$ cat src/rtl/operand_stage_n.sv
// operand_stage_n: N-lane operand-fetch stage registering decode fields and source operand values
// Build option: define OPERAND_WB_BYPASS_EN to enable capture-time writeback bypass and hold-time snoop.
// Ports:
//   clk, rst                      clock, synchronous active-high reset
//   stall_i, flush_i              per-lane hold / kill
//   dec_*_i                       decoded instruction fields per lane (rs1..rs3 order within a lane)
//   rf_raddr_o / rf_rdata_i       register file read addresses (= dec_rs_i) and combinational read data
//   wb_valid_i/wb_rd_i/wb_value_i writeback ports (highest index wins)
//   op_*_o                        registered operands and pass-through fields toward execute
module operand_stage_n #(
    parameter int LANES     = 2,
    parameter int XLEN      = 64,
    parameter int NUM_WB    = 2,
    parameter int SID_W     = 5,
    parameter int PAYLOAD_W = 24
) (
    input  logic                         clk,
    input  logic                         rst,
    input  logic [LANES-1:0]             stall_i,
    input  logic [LANES-1:0]             flush_i,
    input  logic [LANES-1:0]             dec_valid_i,
    input  logic [3*LANES-1:0]           dec_rs_valid_i,
    input  logic [15*LANES-1:0]          dec_rs_i,
    input  logic [PAYLOAD_W*LANES-1:0]   dec_payload_i,
    input  logic [SID_W*LANES-1:0]       dec_sid_i,
    output logic [15*LANES-1:0]          rf_raddr_o,
    input  logic [3*XLEN*LANES-1:0]      rf_rdata_i,
    input  logic [NUM_WB-1:0]            wb_valid_i,
    input  logic [5*NUM_WB-1:0]          wb_rd_i,
    input  logic [XLEN*NUM_WB-1:0]       wb_value_i,
    output logic [LANES-1:0]             op_valid_pre_o,
    output logic [LANES-1:0]             op_valid_o,
    output logic [3*LANES-1:0]           op_rs_valid_o,
    output logic [15*LANES-1:0]          op_rs_o,
    output logic [3*XLEN*LANES-1:0]      op_rs_value_o,
    output logic [PAYLOAD_W*LANES-1:0]   op_payload_o,
    output logic [SID_W*LANES-1:0]       op_sid_o
);
    logic [LANES-1:0]           valid_q, valid_d;
    logic [3*LANES-1:0]         rs_valid_q, rs_valid_d;
    logic [15*LANES-1:0]        rs_q, rs_d;
    logic [3*XLEN*LANES-1:0]    value_q, value_d;
    logic [PAYLOAD_W*LANES-1:0] payload_q, payload_d;
    logic [SID_W*LANES-1:0]     sid_q, sid_d;
`ifndef OPERAND_WB_BYPASS_EN
    logic unused_wb;
    assign unused_wb = ^{wb_valid_i, wb_rd_i, wb_value_i};
`endif
    // Flush behaves as a hold that also drops valid, so held values keep snooping.
    always_comb begin
        valid_d    = valid_q;
        rs_valid_d = rs_valid_q;
        rs_d       = rs_q;
        value_d    = value_q;
        payload_d  = payload_q;
        sid_d      = sid_q;
        for (int l = 0; l < LANES; l++) begin
            if (stall_i[l] || flush_i[l]) begin
                valid_d[l] = valid_q[l] & ~flush_i[l];
`ifdef OPERAND_WB_BYPASS_EN
                for (int j = 0; j < 3; j++)
                    for (int w = 0; w < NUM_WB; w++)
                        if (wb_valid_i[w] && rs_q[(l*3+j)*5 +: 5] != 5'd0 && wb_rd_i[w*5 +: 5] == rs_q[(l*3+j)*5 +: 5])
                            value_d[(l*3+j)*XLEN +: XLEN] = wb_value_i[w*XLEN +: XLEN];
`endif
            end else begin
                valid_d[l]                       = dec_valid_i[l];
                rs_valid_d[l*3 +: 3]             = dec_rs_valid_i[l*3 +: 3];
                rs_d[l*15 +: 15]                 = dec_rs_i[l*15 +: 15];
                payload_d[l*PAYLOAD_W +: PAYLOAD_W] = dec_payload_i[l*PAYLOAD_W +: PAYLOAD_W];
                sid_d[l*SID_W +: SID_W]          = dec_sid_i[l*SID_W +: SID_W];
                for (int j = 0; j < 3; j++) begin
                    value_d[(l*3+j)*XLEN +: XLEN] = rf_rdata_i[(l*3+j)*XLEN +: XLEN];
`ifdef OPERAND_WB_BYPASS_EN
                    for (int w = 0; w < NUM_WB; w++)
                        if (wb_valid_i[w] && wb_rd_i[w*5 +: 5] == dec_rs_i[(l*3+j)*5 +: 5])
                            value_d[(l*3+j)*XLEN +: XLEN] = wb_value_i[w*XLEN +: XLEN];
`endif
                    if (dec_rs_i[(l*3+j)*5 +: 5] == 5'd0)
                        value_d[(l*3+j)*XLEN +: XLEN] = '0;
                end
            end
        end
    end
    always_ff @(posedge clk) begin
        if (rst) begin
            valid_q    <= '0;
            rs_valid_q <= '0;
            rs_q       <= '0;
            value_q    <= '0;
            payload_q  <= '0;
            sid_q      <= '0;
        end else begin
            valid_q    <= valid_d;
            rs_valid_q <= rs_valid_d;
            rs_q       <= rs_d;
            value_q    <= value_d;
            payload_q  <= payload_d;
            sid_q      <= sid_d;
        end
    end
    assign rf_raddr_o     = dec_rs_i;
    assign op_valid_pre_o = valid_q;
    assign op_valid_o     = valid_q & ~stall_i & ~flush_i;
    assign op_rs_valid_o  = rs_valid_q;
    assign op_rs_o        = rs_q;
    assign op_rs_value_o  = value_q;
    assign op_payload_o   = payload_q;
    assign op_sid_o       = sid_q;
endmodule

$ cat config.mk
export PLATFORM = sky130hd
export DESIGN_NAME = operand_stage_n
export DESIGN_NICKNAME = d
export VERILOG_FILES = /design/src/rtl/operand_stage_n.sv
export SDC_FILE = /design/constraint.sdc
export NUM_CORES = 1
export LEC_CHECK = 0
export ABC_AREA = 1
export CORE_AREA = 2 2 441 443
export CTS_CLUSTER_DIAMETER = 80
export CTS_CLUSTER_SIZE = 20
export DETAILED_ROUTE_END_ITERATION = 8
export DIE_AREA = 0 0 443 445
export DONT_BUFFER_PORTS = 1
export PLACE_DENSITY = 0.31
export SETUP_SLACK_MARGIN = 0.15
export SYNTH_ARGS = -nofsm -noshare
export SYNTH_HDL_FRONTEND = slang
export SYNTH_SLANG_ARGS = --single-unit
$ cat constraint.sdc
create_clock -name clk -period 0.8 [get_ports clk]
set_input_delay 0 -clock clk [delete_from_list [all_inputs] [get_ports clk]]
set_output_delay 0 -clock clk [all_outputs]
set_load 0.02 [all_outputs]
# After elaboration in Yosys (flattened, before gate mapping)
# Index checks and enable logic that the tools add are counted.
[totals]
register_bits = 480
output_inout_bits = 512
wordCells = 35
[classes]
mux = 8
bitwise_logic = 8
reduce_logical = 8
[ops]
columns = ["operator", "count"]
rows = [
  ["$mux 64", 6],
  ["$logic_not 5->1", 6],
  ["$and 2x2->2", 2],
  ["$not 2->2", 2],
  ["$and 1x1->1", 2],
  ["$logic_or 1x1->1", 2],
  ["$mux 1", 2],
  ["$not 1->1", 2],
]

# Depth between registers and ports, before layout
# Gate-level depths: netlist of run 1.
[logic_depth]
depth_word = 3
depth_mapped = 6

# Least setup slack after synthesis of run 1
# Ideal clock, no wire load.
[synth_path]
kind = "register -> output"
from = "register valid_q[0], in the netlist op_valid_pre_o[0]"
to = "output op_valid_o[0]"
t_arrival_ps = 802
required_ps = 800
path_slack_ps = -2
path_stages_with_launch = 3
cell_sequence = "dfxtp_1 inv_1 nor2_1"
[synth_between]
elab_chain_len = 2
[synth_rtl]
columns = ["item", "line", "rtl"]
rows = [
  ["from (decl)", "39", "logic [LANES-1:0] valid_q, valid_d;"],
  ["from (signal assigned)", "94", "valid_q <= valid_d;"],
  ["$and 2x2->2 (2 in a row)", "104", "assign op_valid_o = valid_q & ~stall_i & ~flush_i;"],
  ["to (decl)", "32", "output logic [LANES-1:0] op_valid_o,"],
]
# No other way between the ends.

# Worst setup path after layout of run 1
[layout_path]
from = "input dec_rs_i[8]"
to = "register value_q[77], in the netlist op_rs_value_o[77]"
[layout_between]
elab_chain_len = 2
[layout_rtl]
columns = ["item", "line", "rtl"]
rows = [
  ["from (decl)", "23", "input logic [15*LANES-1:0] dec_rs_i,"],
  ["$logic_not 5->1", "79", "if (dec_rs_i[(l*3+j)*5 +: 5] == 5'd0)"],
  ["$mux 64", "79", ""],
  ["to (signal assigned)", "97", "value_q <= value_d;"],
  ["to (decl)", "42", "logic [3*XLEN*LANES-1:0] value_q, value_d;"],
]
# No other way between the ends.
# A chain may end at the register's enable or synchronous reset.

==> results of run 1 <==
==> where the power goes <==
| group | internal (uW) | switching [uW] | leakage, uW |
|---|---|---|---|
| clock | 13800 | 13000 | 0.000894 |
| combinational | 6880 | 6760 | 0.0103 |
| sequential | 25800 | 1280 | 0.00414 |
==> layer usage <==
metal,global-route usage [%],part of all wire [%]
met1,11.0,38
met2,17.6,50
met3,3.71,7.5
met4,4.23,4.2
met5,0.269,0.33
==> synth_stat cells <==
| master | n |
|---|---|
| nand3_2 | 6 |
| nor2_2 | 2 |
| inv_1 | 8 |
| buf_2 | 114 |
| nor2_1 | 192 |
| buf_1 | 26 |
| inv_2 | 2 |
| a21oi_1 | 392 |
| clkbuf_2 | 1 |
| clkinv_2 | 1 |
| buf_4 | 50 |
| buf_6 | 2 |
| dfxtp_1 | 480 |
| o21ai_1 | 9 |
| nand2_1 | 386 |
| o21ai_0 | 470 |
| clkbuf_1 | 29 |
==> timing repair <==
item / CTS / global route
gates cloned: 0 / 8
pin swaps: 27 / 37
hold endpoints to repair: 480 / 462
resized for setup: 1044 / 244
hold buffers: 662 / 28
setup endpoints to repair: 605 / 957
buffers inserted: 5 / 86
==> final timing paths <==
| kind | to | start | slack (ns) |
|---|---|---|---|
| worst max register to register | op_valid_pre_o[1]$_SDFF_PP0_ | op_valid_pre_o[1]$_SDFF_PP0_ | -0.03 |
| worst min-delay path | op_valid_pre_o[1]$_SDFF_PP0_ | rst | -0.60 |
| worst max-delay path | op_rs_value_o[77]$_SDFFE_PP0N_ | dec_rs_i[8] | -0.57 |
| worst min register to register | op_rs_value_o[283]$_SDFFE_PP0N_ | op_rs_value_o[283]$_SDFFE_PP0N_ | 0.50 |
==> cell type report <==
cell class / instances / area [sq um] / share of cell area (%)
inverter: 11 / 56.3 / 0.154
clock inverter: 41 / 534 / 1.46
multi-input combinational: 1457 / 7270 / 19.9
clock buffer: 55 / 1330 / 3.64
timing repair buffer: 1277 / 13900 / 38.0
sequential: 480 / 10300 / 28.1
tap: 2526 / 3160 / 8.63
antenna: 27 / 67.6 / 0.185
==> worst reg2reg max path, stage by stage, from the launching register on <==
cell     delay (ns)
dfxtp_4        0.36
inv_4          0.04
buf_4          0.12
nor2_1         0.08
nand2_1        0.06
a21oi_1        0.11
==> kinds of logic after synthesis <==
group,count (synthesis),synth area share (%)
compound gates,871,25.0
buf+inv,233,7.01
flops,480,55.1
simple gates,586,12.9
==> stage by stage <==
step	setup WS (ns)	setup TNS (ns)	std cells	utilization, %	hold WS, ns
3_3_place_gp	-0.715	-91.93	5087	13.1	0.000162
2_1_floorplan	0.0994	0	2170	-	0.0594
4_1_cts	-0.575	-292.03	5850	18.9	-0.679
5_1_grt	-0.562	-291.35	5867	19.1	-0.675
6_report	-0.569	-245.37	5874	19.1	-0.600
3_5_place_dp	-0.727	-98.84	5087	13.1	0.000159
==> sequential cells by signal, summed over array words and instances (netlist names) <==
| register | flops |
|---|---|
| op_rs_o | 30 |
| op_rs_valid_o | 6 |
| op_valid_pre_o | 2 |
| op_rs_value_o | 384 |
| op_sid_o | 10 |
| op_payload_o | 48 |
==> metrics, run 1 <==
outcome finished, violations left; failing checks negative hold slack, negative setup slack; Fmax 0.730 GHz; WHS Path Cells 1; Area after DPL 0.0252 sq mm; Finish-stage setup viols 793; Syn Inst Count 2170; Chip Height 445 microns; share of cells above drive strength 1 44.2%; highest cell delay on the worst timing path 0.62 ns; Critical Path Source Type primary input; Reg2Reg Depth 5; Avg Cell Area, Syn 8.03 sq um; CP top delay family buffers and inverters; post-synth top area cell dfxtp_1; Power Total 67400 uW; PwrDens 1840 mW/mm^2; WS Path Type in2reg; Pleak 0.0153 uW; share of the synthesized area in the top cell type 55.1%; first-pass GRT wire length 147 mm; Worst Hold Class in2reg; total core area 0.192 sq mm; clock root buffer clkbuf_16; Mapped Area 0.0174 sq mm; routed len/inst 18.2 microns; fillers 21400; Yosys reg bits 480; Mapped Nets 2796; Fin. Hold Viols 356; crit end category flop; CP arrival 1.91 ns; worst path required time 1.34 ns; Die ar. 0.197 sq mm; Total Wirelength 107 mm; WP depth 11; drt initial violations 851; Cell variety after synth 17; final worst slack -0.569 ns; Max Clock Skew 0 ns; crit-path max FO 9; GRT overflow 0; Slew HR 55.4%; fin crit share 171%; Core Rows 161; Post-DRT Antenna Nets 0; Synth warnings 0; Die W 443 microns; Least-Margin Pin Slew 0.667 ns; port bufs 0; WP buf/inv 7; Ports 1138; Synth area leaders dfxtp_1 (55%), o21ai_0 (13%), a21oi_1 (11%); maximum VDD drop 1430 uV; Starting Density 9.08%; htree depth 2; most frequent cells in the layout dlygate4sd3_1 (546), dfxtp_2 (448), buf_6 (448); DRC 0; most common cell after layout, fill and taps aside dlygate4sd3_1; post-DP HPWL 79.8 mm; max_cap viols 0; Num CTS Buffers 52; first drt pass iteration count 5; TritonCTS clock tree built; RSZ-0062 raised after global routing true; NumNets Final 3905; GRT Util Overall 10.1%; clk slew on worst S/H paths 0.06 ns; worst skew pair latency 0.67 ns; initial antenna violation count 57; CTS max path bufs 3; Final Cell Area 0.0366 sq mm; Placer Congestion 0.815; largest net degree at the start of global routing 71; worst-path cell chain buf_2 > dlygate4sd3_1 > nor2_4 > nand3_4 > buf_12 > clkbuf_16 > buf_4 > buf_4 > buf_12 > nand2_1 > a21oi_1; vias in the first global route 20500; hold_ws -0.600 ns; Synth-to-Final Area Change 110%; Slew Viols, Final 0; routed vias 19700; Slowest cell on crit path dlygate4sd3_1; Vias/cell 3.35; sequential area share after synthesis 55.1%; Clock Sinks 480; post-layout min period 1.37 ns
(Power assumes the default switching activity.)
==> inputs of run 2 (changes only) <==
Settings changed: HOLD_SLACK_MARGIN from default to 0.06.
==> run 2 against run 1 <==
The flow still finishes with violations (negative hold slack, negative setup slack); first-iteration DRC count rose by 1.8%; cell count grew 0.75%; sequential cell count did not move; clock power hardly changed; hold slack improved by 0.0017 ns; critical path type unchanged; register-to-register slack hardly changed; fmax grew 1.0%; critical path depth fell by 1; core utilization increased by 0.42 points; sequential share of layout area down 0.58 points; non-clock buffer count grew 48; clock-buffer cell count stayed put.
==> metrics, run 2 (synthesis results as in run 1) <==
CP arrival 1.93 ns (+0.02 ns); Fmax 0.738 GHz (+1.0%); Slew HR 55.9% (+0.51 points); Die ar. 0.197 sq mm (unchanged); max reg flops 384 (unchanged); routed len/inst 18.2 microns (+0.10%); largest net degree at the start of global routing 71 (unchanged); clock power share 39.3% (-0.3 points); Non-Filler Instances 5918 (+0.75%); maximum VDD drop 1430 uV (unchanged); Seq pwr share 39.8% (-0.3 points); failing checks negative hold slack, negative setup slack; GRT overflow 0 (unchanged); most common cell after layout, fill and taps aside dlygate4sd3_1; fin crit share 169% (-1.7 points); first-pass GRT wire length 147 mm (+0.34%); met2 GRT Util 17.3% (-0.31 points); Logic pwr share 20.9% (+0.7 points); Core Rows 161 (unchanged); Pleak 0.0156 uW (+1.9%); crit end category flop; Starting Density 9.08% (unchanged); worst skew pair latency 0.67 ns (about the same); Chip Height 445 microns (unchanged); htree depth 2 (unchanged); final worst slack -0.555 ns (+0.0136 ns); post-DP HPWL 79.8 mm (unchanged); worst path required time 1.37 ns (+0.03 ns); most frequent cells in the layout dlygate4sd3_1 (583), buf_6 (450), dfxtp_2 (445); post-layout min period 1.36 ns (-0.0136 ns); clock root buffer clkbuf_16; clk slew on worst S/H paths 0.08 ns (+0.02 ns); routed vias 19900 (+0.93%); RSZ-0062 raised after global routing true; Switching Share 31.3% (+0.16 points); CTS max path bufs 3 (unchanged); vias in the first global route 20500 (+0.27%); drt initial violations 866 (+1.8%); Finish-stage setup viols 717 (-9.6%); routing usage on met1 11.0% (+0.013 points); fillers 21300 (-0.28%); highest cell delay on the worst timing path 0.74 ns (+0.12 ns); Critical Path Source Type primary input; Placer Congestion 0.815 (unchanged); Fin. Hold Viols 363 (+2.0%); Die W 443 microns (unchanged); port bufs 0 (unchanged); CP dominant cell by count buf_4; Least-Margin Pin Slew 0.660 ns (-0.00767 ns); max_cap viols 0 (unchanged); WP buf/inv 6 (-1); initial antenna violation count 52 (-8.8%); Vias/cell 3.36 (+0.18%); Slew Viols, Final 0 (unchanged); TritonCTS clock tree built; hold_ws -0.598 ns (+0.00167 ns); Num CTS Buffers 52 (unchanged); Post-DRT Antenna Nets 0 (unchanged); P_sw 21300 uW (+1.4%); WS Path Type in2reg; Ports 1138 (unchanged); DRC 0 (unchanged); total core area 0.192 sq mm (unchanged); Slowest cell on crit path dlygate4sd3_1; worst-path cell chain dlygate4sd3_1 > nor2_4 > nand3_4 > buf_4 > clkbuf_16 > buf_4 > buf_4 > clkbuf_16 > nand2_1 > a21oi_2; Synth-to-Final Area Change 115%; outcome finished, violations left; PwrDens 1820 mW/mm^2 (-1.3%); crit-path max FO 8 (-1); NumNets Final 3953 (+1.2%); Worst Hold Class in2reg; Max Clock Skew 0 ns (unchanged); Pint 46700 uW (+0.65%); Post-Place Cells 5087 (unchanged); CP top delay family buffers and inverters; Clock Sinks 480 (unchanged); first drt pass iteration count 5 (unchanged); share of cells above drive strength 1 45.9% (+1.7 points); Total Wirelength 108 mm (+0.85%); GRT Util Overall 10.2% (+0.023 points); grt met3 use 3.66% (-0.052 points); GR peak layer met2
==> run 2: cell count changes in the layout (fill, tap and decap cells not counted), moves of 6 or more <==
| cell | previous run | this run |
|---|---|---|
| clkbuf_2 | 7 | 1 |
| a21oi_1 | 329 | 312 |
| o21ai_0 | 233 | 193 |
| buf_4 | 153 | 165 |
| dlygate4sd3_1 | 546 | 583 |
| a21oi_2 | 63 | 80 |
| o21ai_2 | 74 | 124 |
| o21ai_1 | 171 | 161 |
==> run 2: timing repair <==
item	in CTS	in global routing
pin swaps	27	71
setup buffers	5	91
cloned	0	12
gates resized for setup	1044	386
endpoints found under the setup margin	605	976
hold buffers	681	35
endpoints found under the hold margin	510	492
==> run 2: cell type report <==
class / count / area, sq um / share of cell area (%)
inverters: 11 / 65.1 / 0.174
multi-input cells: 1457 / 7530 / 20.1
well taps: 2526 / 3160 / 8.45
diodes: 23 / 57.6 / 0.154
repair buffers: 1325 / 14400 / 38.6
clock buffers: 55 / 1330 / 3.56
flip-flops and latches: 480 / 10300 / 27.5
clock inverters: 41 / 534 / 1.43
==> run 2: metal layers <==
layer	wire [microns]	vias to the layer above
met1	41200	9352
li1	-	9655
met2	53100	662
met3	7990	180
met4	5220	36
met5	238	-
==> run 2: final timing paths <==
path	start	endpoint	slack, ns	depth (start not counted)
max	dec_rs_i[14]	op_rs_value_o[133]$_SDFFE_PP0N_	-0.56	10
min	rst	op_valid_pre_o[1]$_SDFF_PP0_	-0.60	1
max reg2reg	op_valid_pre_o[1]$_SDFF_PP0_	op_valid_pre_o[1]$_SDFF_PP0_	-0.03	5
min reg2reg	op_rs_value_o[341]$_SDFFE_PP0N_	op_rs_value_o[341]$_SDFFE_PP0N_	0.50	2
==> run 2: through the flow <==
step	worst slack (ns)	utilization, %	TNS [ns]	total power (uW)	cell area [sq um]
floorplan	0.0994	-	0	32100	18100
global placement	-0.715	13.1	-91.93	36700	25200
detailed placement	-0.727	13.1	-98.84	36700	25200
CTS	-0.575	19.0	-328.29	69100	36500
global route	-0.562	19.5	-278.42	71300	37400
finish	-0.555	19.5	-234.32	68000	37400
==> run 2: power groups by stage <==
stage	logic (uW)	registers, uW	clock network, uW
2_1_floorplan	3320	28700	0
3_3_place_gp	9690	27000	0
3_5_place_dp	9700	27000	0
4_1_cts	13900	27000	28100
5_1_grt	15200	27300	28800
6_report	14200	27100	26800
==> inputs of run 3 (changes only) <==
Settings changed: ABC_AREA 1 to default, CORE_AREA 2 2 441 443 to 2 2 439 441, DIE_AREA 0 0 443 445 to 0 0 441 443, PLACE_DENSITY 0.31 to 0.33.
==> run 3 against run 2 <==
The run still ends with negative hold slack, negative setup slack left; clock-buffer cell count up 4; clock skew unchanged; first-iteration DRC count up 11%; synthesized cell count up 1.5%; wire length down 1.1%; via count up 2.6%; critical path depth down 8; combinational power down 22%; worst setup slack better by 0.096 ns.
==> metrics, run 3 <==
outcome finished, violations left; failing checks negative hold slack, negative setup slack; first drt pass iteration count 4 (-1); most frequent cells in the layout nand2_1 (571), buf_6 (497), dlygate4sd3_1 (475); Post-synth EDFFs 0 (unchanged); Slew HR 2.71% (-53 points); CTS max path bufs 3 (unchanged); worst skew pair latency 0.65 ns (-0.02 ns); Slowest cell on crit path dfxtp_2; worst reg2reg startpoint op_rs_value_o[223]$_SDFFE_PP0N_; Synth warnings 0 (unchanged); sequential area share after synthesis 46.6% (-8.5 points); Num CTS Buffers 53 (+1.9%); crit end category primary output; htree depth 2 (unchanged); pre-CTS setup slack -0.589 ns (+0.139 ns); Critical Path Source Type flop; max reg flops 384 (unchanged); vias in the first global route 20300 (-0.82%); Ports 1138 (unchanged); most common cell after layout, fill and taps aside nand2_1; final setup TNS -162.55 ns (+71.77 ns); share of cells above drive strength 1 52.9% (+6.9 points); post-DP HPWL 73.8 mm (-7.5%); Post-DRT Antenna Nets 0 (unchanged); post-synth top area cell dfxtp_1; Synth area leaders dfxtp_1 (47%), o211ai_2 (22%), a21oi_1 (12%); Die W 441 microns (-0.45%); Slew Viols, Final 0 (unchanged); Non-Filler Instances 5742 (-3.0%); first-pass GRT wire length 145 mm (-1.7%); Die ar. 0.195 sq mm (-0.90%); largest net degree at the start of global routing 481 (+580%); Finish-stage setup viols 706 (-1.5%); Starting Density 10.8% (+1.7 points); Vias/cell 3.55 (+5.7%); Mapped Area 0.0206 sq mm (+18%); Max Clock Skew 0 ns (unchanged); Chip Height 443 microns (-0.45%); FF/Latch Area 0.0102 sq mm (-0.54%); worst-path cell chain buf_12 > buf_12; CP arrival 1.26 ns (-0.67 ns); drt initial violations 958 (+11%); port bufs 0 (unchanged); PwrDens 1690 mW/mm^2 (-7.3%); Power Total 64500 uW (-5.2%); Fin. Hold Viols 456 (+26%); Placer Congestion 0.811 (-0.49%); top cells by instance count after synthesis nand2_1 (572), dfxtp_1 (480), a21oi_1 (478); worst path required time 0.80 ns (-0.57 ns); ys flop type dfxtp_1; clk slew on worst S/H paths 0.07 ns (about the same); asr flop ratio synth 0% (unchanged); WS Path Type reg2out; Core Rows 161 (unchanged); Clock Sinks 480 (unchanged); Worst Hold Class in2reg; Total Wirelength 107 mm (-1.1%); Yosys reg bits 480 (unchanged); most numerous cell in the Yosys netlist nand2_1; NumNets Final 3789 (-4.1%); Post-Place Cells 5075 (-0.24%); CP dominant cell by count buf_12; Avg Cell Area, Syn 9.36 sq um (+17%); Synth-to-Final Area Change 85.5%; post-layout min period 1.26 ns (-0.0964 ns); reg2reg setup slack 0.06 ns (+0.09 ns); fin crit share 157% (-12 points); Mapped Nets 2829 (+1.2%); Pleak 0.0142 uW (-9.0%); GRT overflow 0 (unchanged); final worst slack -0.459 ns (+0.0964 ns); routed len/inst 18.6 microns (+1.9%); multi-input logic area 0.00976 sq mm (+30%); initial antenna violation count 21 (-60%); Reg-to-Reg End op_rs_value_o[223]$_SDFFE_PP0N_; highest cell delay on the worst timing path 0.34 ns (-0.40 ns); crit-path max FO 2 (-6); Syn Inst Count 2203 (+1.5%); fillers 21000 (-1.4%); RSZ-0062 raised after global routing true; TritonCTS clock tree built; GRT Util Overall 9.84% (-0.32 points); total core area 0.191 sq mm (-0.42%); Least-Margin Pin Slew 1.46 ns (+0.800 ns); Cell variety after synth 18 (+1); Worst Setup EP op_payload_o[28]; hold_ws -0.594 ns (+0.00434 ns); max_cap viols 0 (unchanged); routed vias 20400 (+2.6%); Fmax 0.794 GHz (+7.7%); DRC 0 (unchanged); maximum VDD drop 1530 uV (+6.8%); worst setup path start op_payload_o[28]$_SDFFE_PP0N_; share of the synthesized area in the top cell type 46.6% (-8.5 points); clock root buffer clkbuf_16; Reg2Reg Depth 3 (-2)
-- run 3: cell types whose count changed after synthesis, sizes merged, moves of 6 or more --
cell    before  now
inv         10    0
nand2      386  572
buf        192  208
or4          0    6
nor2       194    2
clkbuf      30   65
o21ai      479    0
a21oi      392  478
o211ai       0  384
nand3        6    0
-- run 3: worst max-delay path, delay by kind of cell, from the launching register on --
kind                   cells  cell delay (ns)
flip-flops                 1             0.34
buffers and inverters      2             0.26
-- run 3: repair_timing --
action,4_1_cts,5_1_grt
hold buffers,483,11
resized for setup,986,243
setup buffers,19,19
endpoints found under the hold margin,510,491
pin swaps,10,40
endpoints found under the setup margin,508,952
cloned,0,27
-- run 3: per-layer routing --
layer,vias up,track usage [%],part of all wire [%]
met4,16,2.84,2.7
li1,9680,-,-
met2,640,17.2,51
met5,-,0,0.084
met3,143,2.97,6.8
met1,9920,11.5,39
-- run 3: power breakdown --
part / total [uW] / switching (uW) / internal [uW]
registers: 26000 / 806 / 25200
logic: 11100 / 5440 / 5690
clock network: 27400 / 12900 / 14500
-- run 3: layout make-up --
type | instances | area share [%]
antenna | 9 | 0.0589
tap | 2526 | 8.26
multi-input combinational | 1452 | 25.5
clock inverter | 40 | 1.27
timing repair buffer | 1176 | 34.4
clock buffer | 59 | 3.72
sequential | 480 | 26.8
-- run 3: metrics by stage --
| stage | instance area, sq um | utilization, % |
|---|---|---|
| floorplan | 20600 | - |
| finish | 38200 | 20.0 |
| global route | 38200 | 20.0 |
| CTS | 36700 | 19.2 |
| global placement | 27400 | 14.3 |
| detailed placement | 27400 | 14.3 |
-- run 3: kinds of logic after synthesis --
group,synth area share (%)
simple gates,11.0
buf+inv,8.02
compound gates,34.3
mux,0.0971
flops,46.6
-- run 3: worst min-delay path by stage --
stage,startpoint,endpoint,slack (ns),cells after the start
final,flush_i[1],op_valid_pre_o[1]$_SDFF_PP0_,-0.59,1
after floorplan,flush_i[0],op_valid_pre_o[0]$_SDFF_PP0_,0.08,1
after detailed placement,dec_rs_i[2],rf_raddr_o[2],0.0002,0
after global placement,dec_rs_i[2],rf_raddr_o[2],0.0002,0
after CTS,flush_i[1],op_valid_pre_o[1]$_SDFF_PP0_,-0.68,1
after global routing,flush_i[1],op_valid_pre_o[1]$_SDFF_PP0_,-0.64,1
